**src/rtl/uart_pkg.sv**
```systemverilog
// Shared types and default constants for the UART receive path.
package uart_pkg;

    localparam int UART_CLOCK_RATE_HZ     = 16;
    localparam int UART_BAUD_RATE_HZ      = 1;
    localparam int UART_BITS_PER_TRANSFER = 8;

    typedef enum logic [2:0] {
        IDLE,
        START,
        DATA,
        PARITY,
        STOP
    } uart_rx_state_t;

endpackage

```
**src/rtl/rx_shift_reg.sv**
```systemverilog
// Serial-in / parallel-out shift register, LSB first.
// The first bit shifted in ends up in q[0] after WIDTH shifts.
module rx_shift_reg
    import uart_pkg::*;
#(
    parameter int WIDTH = UART_BITS_PER_TRANSFER
) (
    input  logic             clk,
    input  logic             rst,
    input  logic             shift,
    input  logic             din,
    output logic [WIDTH-1:0] q
);

    // New bits enter at the MSB and move toward bit 0.
    always_ff @(posedge clk or posedge rst) begin
        if (rst) begin
            q <= '0;
        end else if (shift) begin
            q <= {din, q[WIDTH-1:1]};
        end
    end

endmodule

```
**src/rtl/uart_rx.sv**
```systemverilog
// UART receiver: 8N1 framing with mid-bit sampling off a falling start edge.
// Optional even parity bit is compiled in with `UART_RX_PARITY_EN.
//
// state  | meaning
// IDLE   | line idle, waiting for a falling edge on rx_s
// START  | counting to mid start bit, rejecting glitches
// DATA   | sampling data bits at one-baud intervals
// PARITY | sampling the parity bit (parity builds only)
// STOP   | sampling the stop bit, delivering data or flagging a frame error
module uart_rx
    import uart_pkg::*;
#(
    parameter int CLOCK_RATE_HZ     = UART_CLOCK_RATE_HZ,
    parameter int BAUD_RATE_HZ      = UART_BAUD_RATE_HZ,
    parameter int BITS_PER_TRANSFER = UART_BITS_PER_TRANSFER,
    parameter int CLOCKS_PER_BAUD   = CLOCK_RATE_HZ / BAUD_RATE_HZ
) (
    input  logic                         clk,
    input  logic                         rst,
    input  logic                         rx,
    output logic [BITS_PER_TRANSFER-1:0] data,
    output logic                         valid,
    output logic                         busy,
    output logic                         frame_err,
    output logic                         parity_err
);

    localparam logic [31:0] HALF_LAST = 32'(CLOCKS_PER_BAUD / 2 - 1);
    localparam logic [31:0] BAUD_LAST = 32'(CLOCKS_PER_BAUD - 1);
    localparam logic [31:0] BITS_LAST = 32'(BITS_PER_TRANSFER - 1);

    logic rx_meta, rx_s, rx_d;
    uart_rx_state_t state, state_next;
    logic [31:0] baud_cnt, baud_cnt_next;
    logic [31:0] bit_cnt, bit_cnt_next;
    logic shift;
    logic data_load;
    logic valid_next, frame_err_next;
    logic [BITS_PER_TRANSFER-1:0] shift_q;

`ifdef UART_RX_PARITY_EN
    logic par_bit, par_load, parity_err_next;
`endif

    rx_shift_reg #(.WIDTH(BITS_PER_TRANSFER)) u_shift (
        .clk   (clk),
        .rst   (rst),
        .shift (shift),
        .din   (rx_s),
        .q     (shift_q)
    );

    // Two-flop synchroniser plus a delayed copy for start-edge detection; idle high.
    always_ff @(posedge clk or posedge rst) begin
        if (rst) begin
            rx_meta <= 1'b1;
            rx_s    <= 1'b1;
            rx_d    <= 1'b1;
        end else begin
            rx_meta <= rx;
            rx_s    <= rx_meta;
            rx_d    <= rx_s;
        end
    end

    // State register.
    always_ff @(posedge clk or posedge rst) begin
        if (rst) state <= IDLE;
        else     state <= state_next;
    end

    // Next-state, counter and strobe decode.
    always_comb begin
        state_next     = state;
        baud_cnt_next  = baud_cnt + 32'd1;
        bit_cnt_next   = bit_cnt;
        shift          = 1'b0;
        data_load      = 1'b0;
        valid_next     = 1'b0;
        frame_err_next = 1'b0;
`ifdef UART_RX_PARITY_EN
        par_load        = 1'b0;
        parity_err_next = 1'b0;
`endif
        case (state)
            IDLE: begin
                baud_cnt_next = '0;
                bit_cnt_next  = '0;
                if (rx_d && !rx_s) state_next = START;
            end
            START: begin
                if (baud_cnt == HALF_LAST) begin
                    baud_cnt_next = '0;
                    state_next    = rx_s ? IDLE : DATA;
                end
            end
            DATA: begin
                if (baud_cnt == BAUD_LAST) begin
                    baud_cnt_next = '0;
                    shift         = 1'b1;
                    if (bit_cnt == BITS_LAST) begin
                        bit_cnt_next = '0;
`ifdef UART_RX_PARITY_EN
                        state_next   = PARITY;
`else
                        state_next   = STOP;
`endif
                    end else begin
                        bit_cnt_next = bit_cnt + 32'd1;
                    end
                end
            end
`ifdef UART_RX_PARITY_EN
            PARITY: begin
                if (baud_cnt == BAUD_LAST) begin
                    baud_cnt_next = '0;
                    par_load      = 1'b1;
                    state_next    = STOP;
                end
            end
`endif
            STOP: begin
                if (baud_cnt == BAUD_LAST) begin
                    baud_cnt_next = '0;
                    state_next    = IDLE;
                    if (rx_s) begin
                        data_load  = 1'b1;
                        valid_next = 1'b1;
`ifdef UART_RX_PARITY_EN
                        parity_err_next = ^{shift_q, par_bit};
`endif
                    end else begin
                        frame_err_next = 1'b1;
                    end
                end
            end
            default: begin
                state_next    = IDLE;
                baud_cnt_next = '0;
            end
        endcase
    end

    // Counters, output register and strobes.
    always_ff @(posedge clk or posedge rst) begin
        if (rst) begin
            baud_cnt  <= '0;
            bit_cnt   <= '0;
            data      <= '0;
            valid     <= 1'b0;
            frame_err <= 1'b0;
        end else begin
            baud_cnt  <= baud_cnt_next;
            bit_cnt   <= bit_cnt_next;
            valid     <= valid_next;
            frame_err <= frame_err_next;
            if (data_load) data <= shift_q;
        end
    end

`ifdef UART_RX_PARITY_EN
    // Parity bit capture and its error strobe.
    always_ff @(posedge clk or posedge rst) begin
        if (rst) begin
            par_bit    <= 1'b0;
            parity_err <= 1'b0;
        end else begin
            if (par_load) par_bit <= rx_s;
            parity_err <= parity_err_next;
        end
    end
`else
    assign parity_err = 1'b0;
`endif

    assign busy = (state != IDLE);

endmodule
```
**config.mk**
```make
export PLATFORM = sky130hd
export DESIGN_NAME = uart_rx
export DESIGN_NICKNAME = d
export VERILOG_FILES = /design/src/rtl/uart_pkg.sv /design/src/rtl/rx_shift_reg.sv /design/src/rtl/uart_rx.sv
export SDC_FILE = /design/constraint.sdc
export NUM_CORES = 1
export LEC_CHECK = 0
export CORE_MARGIN = 3
export CORE_UTILIZATION = 62
export DETAILED_ROUTE_END_ITERATION = 6
export GPL_TIMING_DRIVEN = 0
export PLACE_DENSITY = 0.77
export SETUP_SLACK_MARGIN = 0.2
export SYNTH_ARGS = -nofsm -noshare
export SYNTH_HDL_FRONTEND = slang
export SYNTH_HIERARCHICAL = 1
export SYNTH_SLANG_ARGS = --single-unit
```
**constraint.sdc**
```tcl
create_clock -name clk -period 3.75 [get_ports clk]
set_input_delay 0.9375 -clock clk [delete_from_list [all_inputs] [get_ports clk]]
set_output_delay 0.9375 -clock clk [all_outputs]
set_load 0.005 [all_outputs]
```
-- Word level (Yosys, flattened, before mapping)
Index checks and enable logic that the tools add are counted.
- flip-flop bits (word level): 88
- input port bits: 3
- output and inout port bits: 12
- logic and storage cells: 52
- add/subtract/negate cells: 2
- eq/ne operators: 11
- muxes and demuxes: 21
- reductions and logical operators: 8
- operators by type and width (operator ; number):
    $mux 32 ; 4
    $pmux 32 s2 ; 2
    $add 32x1->32 const B ; 2
    $eq 32x3->1 const B ; 2
    $eq 32x4->1 const B ; 1
    $mux 3 ; 5
    $pmux 3 s4 ; 1
    $ne 2x2->1 const B ; 5
    $mux 1 ; 8
    $reduce_and 5->1 ; 1
    $eq 3x1->1 const B ; 1
    $eq 3x2->1 const B ; 1
    $eq 3x3->1 const B ; 1
    $logic_not 3->1 ; 1
    $reduce_bool 3->1 ; 1
    $mux 2 ; 1
    $reduce_and 2->1 ; 1
    $reduce_bool 2->1 ; 1
    $reduce_or 2->1 ; 1
    $logic_and 1x1->1 ; 1
    $logic_not 1->1 ; 1

-- Logic depth before layout (Yosys ltp)
- word-level depth: 4
- depth in mapped cells: 8
- depth with buffers taken out: 6

-- Cells and area by module
The synthesis kept the hierarchy.
- modules (own cells, without submodules) (module ; times used ; cells an instance ; area an instance (µm²) ; sequential area each (µm²)):
    uart_rx ; 1 ; 468 ; 4418.0 ; 2005.7
    rx_shift_reg ; 1 ; 18 ; 335.3 ; 200.2

-- Worst setup path after synthesis
OpenSTA, ideal clock, no wires.
- path kind: reg2reg
- from: register baud_cnt[4]
- to: register bit_cnt[26]
- library setup time: 0.076 ns
- arrival time: 2.167 ns
- data required time: 3.674 ns
- setup slack: 1.507 ns
- cell stages (with the launch flop): 7
- path buffers: 1
- period minus slack after synthesis: 2.243 ns
- path through: dfrtp_1 nor4_2 nand4_2 or4_4 buf_6 or4_1 o21ai_1
- word-level cells in the longest chain between the ends: 3
- ends and longest elaborated chain (element ; line ; source):
    from (decl) ; uart_rx.sv:34 ; logic [31:0] baud_cnt, baud_cnt_next;
    from (signal assigned) ; uart_rx.sv:153 ; baud_cnt <= baud_cnt_next;
    $eq 32x4->1 ; uart_rx.sv:98 ; if (baud_cnt == BAUD_LAST) begin
    $ne 2x2->1 (no source line) ; -- ;
    $reduce_and 2->1 (no source line) ; -- ;
    to (signal assigned) ; uart_rx.sv:154 ; bit_cnt <= bit_cnt_next;
    to (decl) ; uart_rx.sv:35 ; logic [31:0] bit_cnt, bit_cnt_next;
No other way between the ends.
A chain may end at the register's enable or synchronous reset.

-- Worst setup path in the final report
- from: register state[0]
- to: output busy
- word-level cells in the longest chain between the ends: 1
- ends and longest elaborated chain (element ; line ; source):
    from (decl) ; uart_rx.sv:33 ; uart_rx_state_t state, state_next;
    from (signal assigned) ; uart_rx.sv:69 ; else state <= state_next;
    $reduce_bool 3->1 ; uart_rx.sv:176 ; assign busy = (state != IDLE);
    to (decl) ; uart_rx.sv:23 ; output logic busy,
No other way between the ends.

==> summary.txt <==
sequential power share - 43.7%
maxcap violations - 0
initial antenna violation count - 0
Hold-fix buffers, CTS - 0
CTS buffer count - 9
Hold Vio Cnt, Final - 0
Synth Warn # - 6
min Tclk post-route - 3.366 ns
post-route cell area - 5243 sq um
Tcrit/Tclk final - 89.75%
outcome - finished clean
Critical Path Start - state[0]$_DFFE_PP0P_
Clock Path Buffers - 2
die footprint - 8753 sq um
#FFs+latches synth - 88
die width - 93.56 um
Bufs and invs on worst path - 4
global-route wire length before repair - 18.22 mm
worst-path cell chain - clkbuf_1 > nor3_1 > clkinv_1 > clkbuf_1 > clkdlybuf4s50_1
CTS Sinks - 88
Syn Nets - 491
Clock transition at path regs - 0.08 ns
Cell Area, Placed - 5037 sq um
crit path capture - busy
Starting Density - 64.84%
CTS tree - built
internal power - 0.001499 W
VDD IR max - 0.3460 mV
# fillers - 526
relative slew slack - 13.10%
Final Setup Violations - 0
hold_ws - 0.3601 ns
crit-path leading delay family - buffers and inverters
Final HPWL DP - 7.478 mm
vias per cell - 6.288
Final Max Slew Viols - 0
Comb power frac - 26.8%
Critical R2R Capture - bit_cnt[30]$_DFFE_PP0P_
cell area after technology mapping - 4753 sq um
Pre-Repair DR Iteration Count - 5
Die Ht - 93.56 um
synth top area cells - dfrtp_1 (45%), xnor2_1 (4.8%), nor2_1 (4.0%)
Synth top area share - 44.75%
worst setup path class - reg2out
Core Region - 7331 sq um
PD cells - 434.9 nW/um^2
number of global-route vias before repair - 3802
Synth area leader - dfrtp_1
Post-CTS Setup Bufs - 0
Max FO, Critical Path - 10
syn avg cell area - 9.780 sq um
Hold Crit Class - reg2reg
Critical Path Most Common Cell - clkbuf_1
Critical Path AT - 2.43 ns
clk_skew - 0.007773 ns
EDFF count, synth - 0
fin nets - 516
I/O pin cnt - 15
vias post-DR - 3867
LEAKAGE - 2.122 nW
crit path max-delay cell type - clkdlybuf4s50_1
# H-tree levels - 3
crit path launch type - register
Syn Inst Count - 486
Post-synth ARST share - 100.0%
largest net degree at the start of global routing - 50
GPL Wtd Cong - 0.9391
sw power - 0.0007807 W
GR Util All Layers - 26.37%
Cell variety after synth - 54
synthesis-to-layout area growth - 10.29%
Net Sw Frac - 34.24%
DRC Markers - 0
RSZ-0062 raised after global routing - false
clock latency on the worst-skew pair - 0.36 ns
Min-Delay Startpoint - rx_meta$_DFF_PP1_
WL per Instance - 17.81 um
max frequency - 297.1 MHz
Setup TNS - 0 ns
post-synthesis sequential area ratio - 46.41%
Clock Power Share - 29.5%
Worst-Margin Slew - 1.292 ns
Largest stage delay, worst path - 0.52 ns
worst r2r src - bit_cnt[0]$_DFFE_PP0P_
Routed Antenna Nets - 0
DRT Wirelength - 10.96 mm
Worst setup EP type - output pin
Worst Path Required - 2.81 ns
Main synth FF type - dfrtp_1
post-cts sizing count - 0
Rows - 31
R2R cell count - 7
layout cells sized above 1 - 10.66%
Iter 0 DRT Violations - 382
grt total ovfl - 0
CTS root buf - clkbuf_8
r2r setup slk - 0.74 ns
Levels on crit path - 5
ANT cells - 0
Buffers on Ports - 13
flip-flops by register name, summed over array words and instances (netlist names):
signal	count
valid	1
state	3
rx_meta	1
frame_err	1
data	8
baud_cnt	32
bit_cnt	32
u_shift/q	8
rx_d	1
rx_s	1
cell usage after synthesis, types with 12 or more instances:
cell / instances
and3_1: 13
nor2_1: 51
xnor2_1: 26
clkbuf_1: 24
inv_1: 12
a22oi_1: 14
nand2_1: 30
nor4_1: 16
mux2i_1: 18
nor3_1: 14
dfrtp_1: 85
nand4_1: 18
nand3_1: 37
power groups by stage:
stage / sequential (W) / clock (W) / combinational [W]
after floorplan: 0.00101 / 0 / 0.000434
after global routing: 0.00100 / 0.000720 / 0.000669
after detailed placement: 0.00101 / 0 / 0.000598
after global placement: 0.00101 / 0 / 0.000585
final: 0.000996 / 0.000673 / 0.000611
after CTS: 0.000996 / 0.000685 / 0.000602
layout by cell type, fill, tap and decap left out, types with 3 or more instances in the layout:
cell,instances
a21oi_1,7
a22o_1,4
a22oi_1,14
a2bb2oi_1,3
and2_1,5
and3_1,13
and4_1,11
buf_2,4
clkbuf_1,24
clkbuf_8,10
clkdlybuf4s50_1,13
dfrtp_1,85
dfstp_2,3
inv_1,11
mux2_2,8
mux2_4,8
mux2i_1,18
nand2_1,30
nand3_1,37
nand4_1,18
nor2_1,51
nor3_1,14
nor4_1,16
nor4_2,5
nor4b_1,3
o211ai_1,3
o21ai_0,8
o21ai_1,4
o31ai_1,3
or4_1,11
xnor2_1,26
xor2_1,5
cell families (layout without fill, tap and decap cells):
family / Yosys count / count (layout) / synth area share, %
other: 1 / 1 / 0.07889
AND/OR/NAND/NOR: 226 / 226 / 26.27
multiplexers: 34 / 34 / 8.213
flip-flops: 88 / 88 / 46.41
AO/OA/AOI/OAI: 59 / 59 / 8.739
XOR/XNOR: 31 / 31 / 5.712
adder cells (fa/ha/maj): 2 / 2 / 0.5264
buffers and inverters: 45 / 75 / 4.054
how the worst min path moves through the flow:
stage	cells after the start	slack, ns	endpoint
finish	0	0.36	rx_s$_DFF_PP1_
global route	0	0.37	rx_s$_DFF_PP1_
CTS	0	0.36	rx_s$_DFF_PP1_
detailed placement	0	0.35	rx_s$_DFF_PP1_
global placement	0	0.35	rx_s$_DFF_PP1_
floorplan	0	0.35	rx_s$_DFF_PP1_
per-layer routing:
metal  up-vias  routed length [um]  global-route usage (%)
met5         -                   0                       0
met4         0                 279                   9.868
met3        29                 683                   6.838
met2       147                5410                   43.48
met1      1864                4583                   33.48
li1       1827                   -                       -
metrics by stage:
| step | util (%) | worst slack [ns] | std cells | power [W] |
|---|---|---|---|---|
| 5_1_grt | 71.51 | 0.2252 | 615 | 0.002389 |
| 3_3_place_gp | 68.31 | -0.5625 | 598 | 0.001598 |
| 6_report | 71.51 | 0.3843 | 615 | 0.002280 |
| 3_5_place_dp | 68.71 | 0.8111 | 599 | 0.001613 |
| 2_1_floorplan | - | 0.7657 | 486 | 0.001443 |
| 4_1_cts | 71.51 | 0.4081 | 615 | 0.002283 |
area by class of cell:
cell class | count | area [sq um] | area share (%)
multi-input combinational | 353 | 2355 | 44.92
sequential | 88 | 2206 | 42.08
timing repair buffer | 14 | 157.7 | 3.007
buffer | 32 | 143.9 | 2.745
clock buffer | 10 | 137.6 | 2.625
tap | 99 | 123.9 | 2.363
clock inverter | 6 | 67.56 | 1.289
inverter | 13 | 51.30 | 0.9785
(Power assumes the default switching activity.)
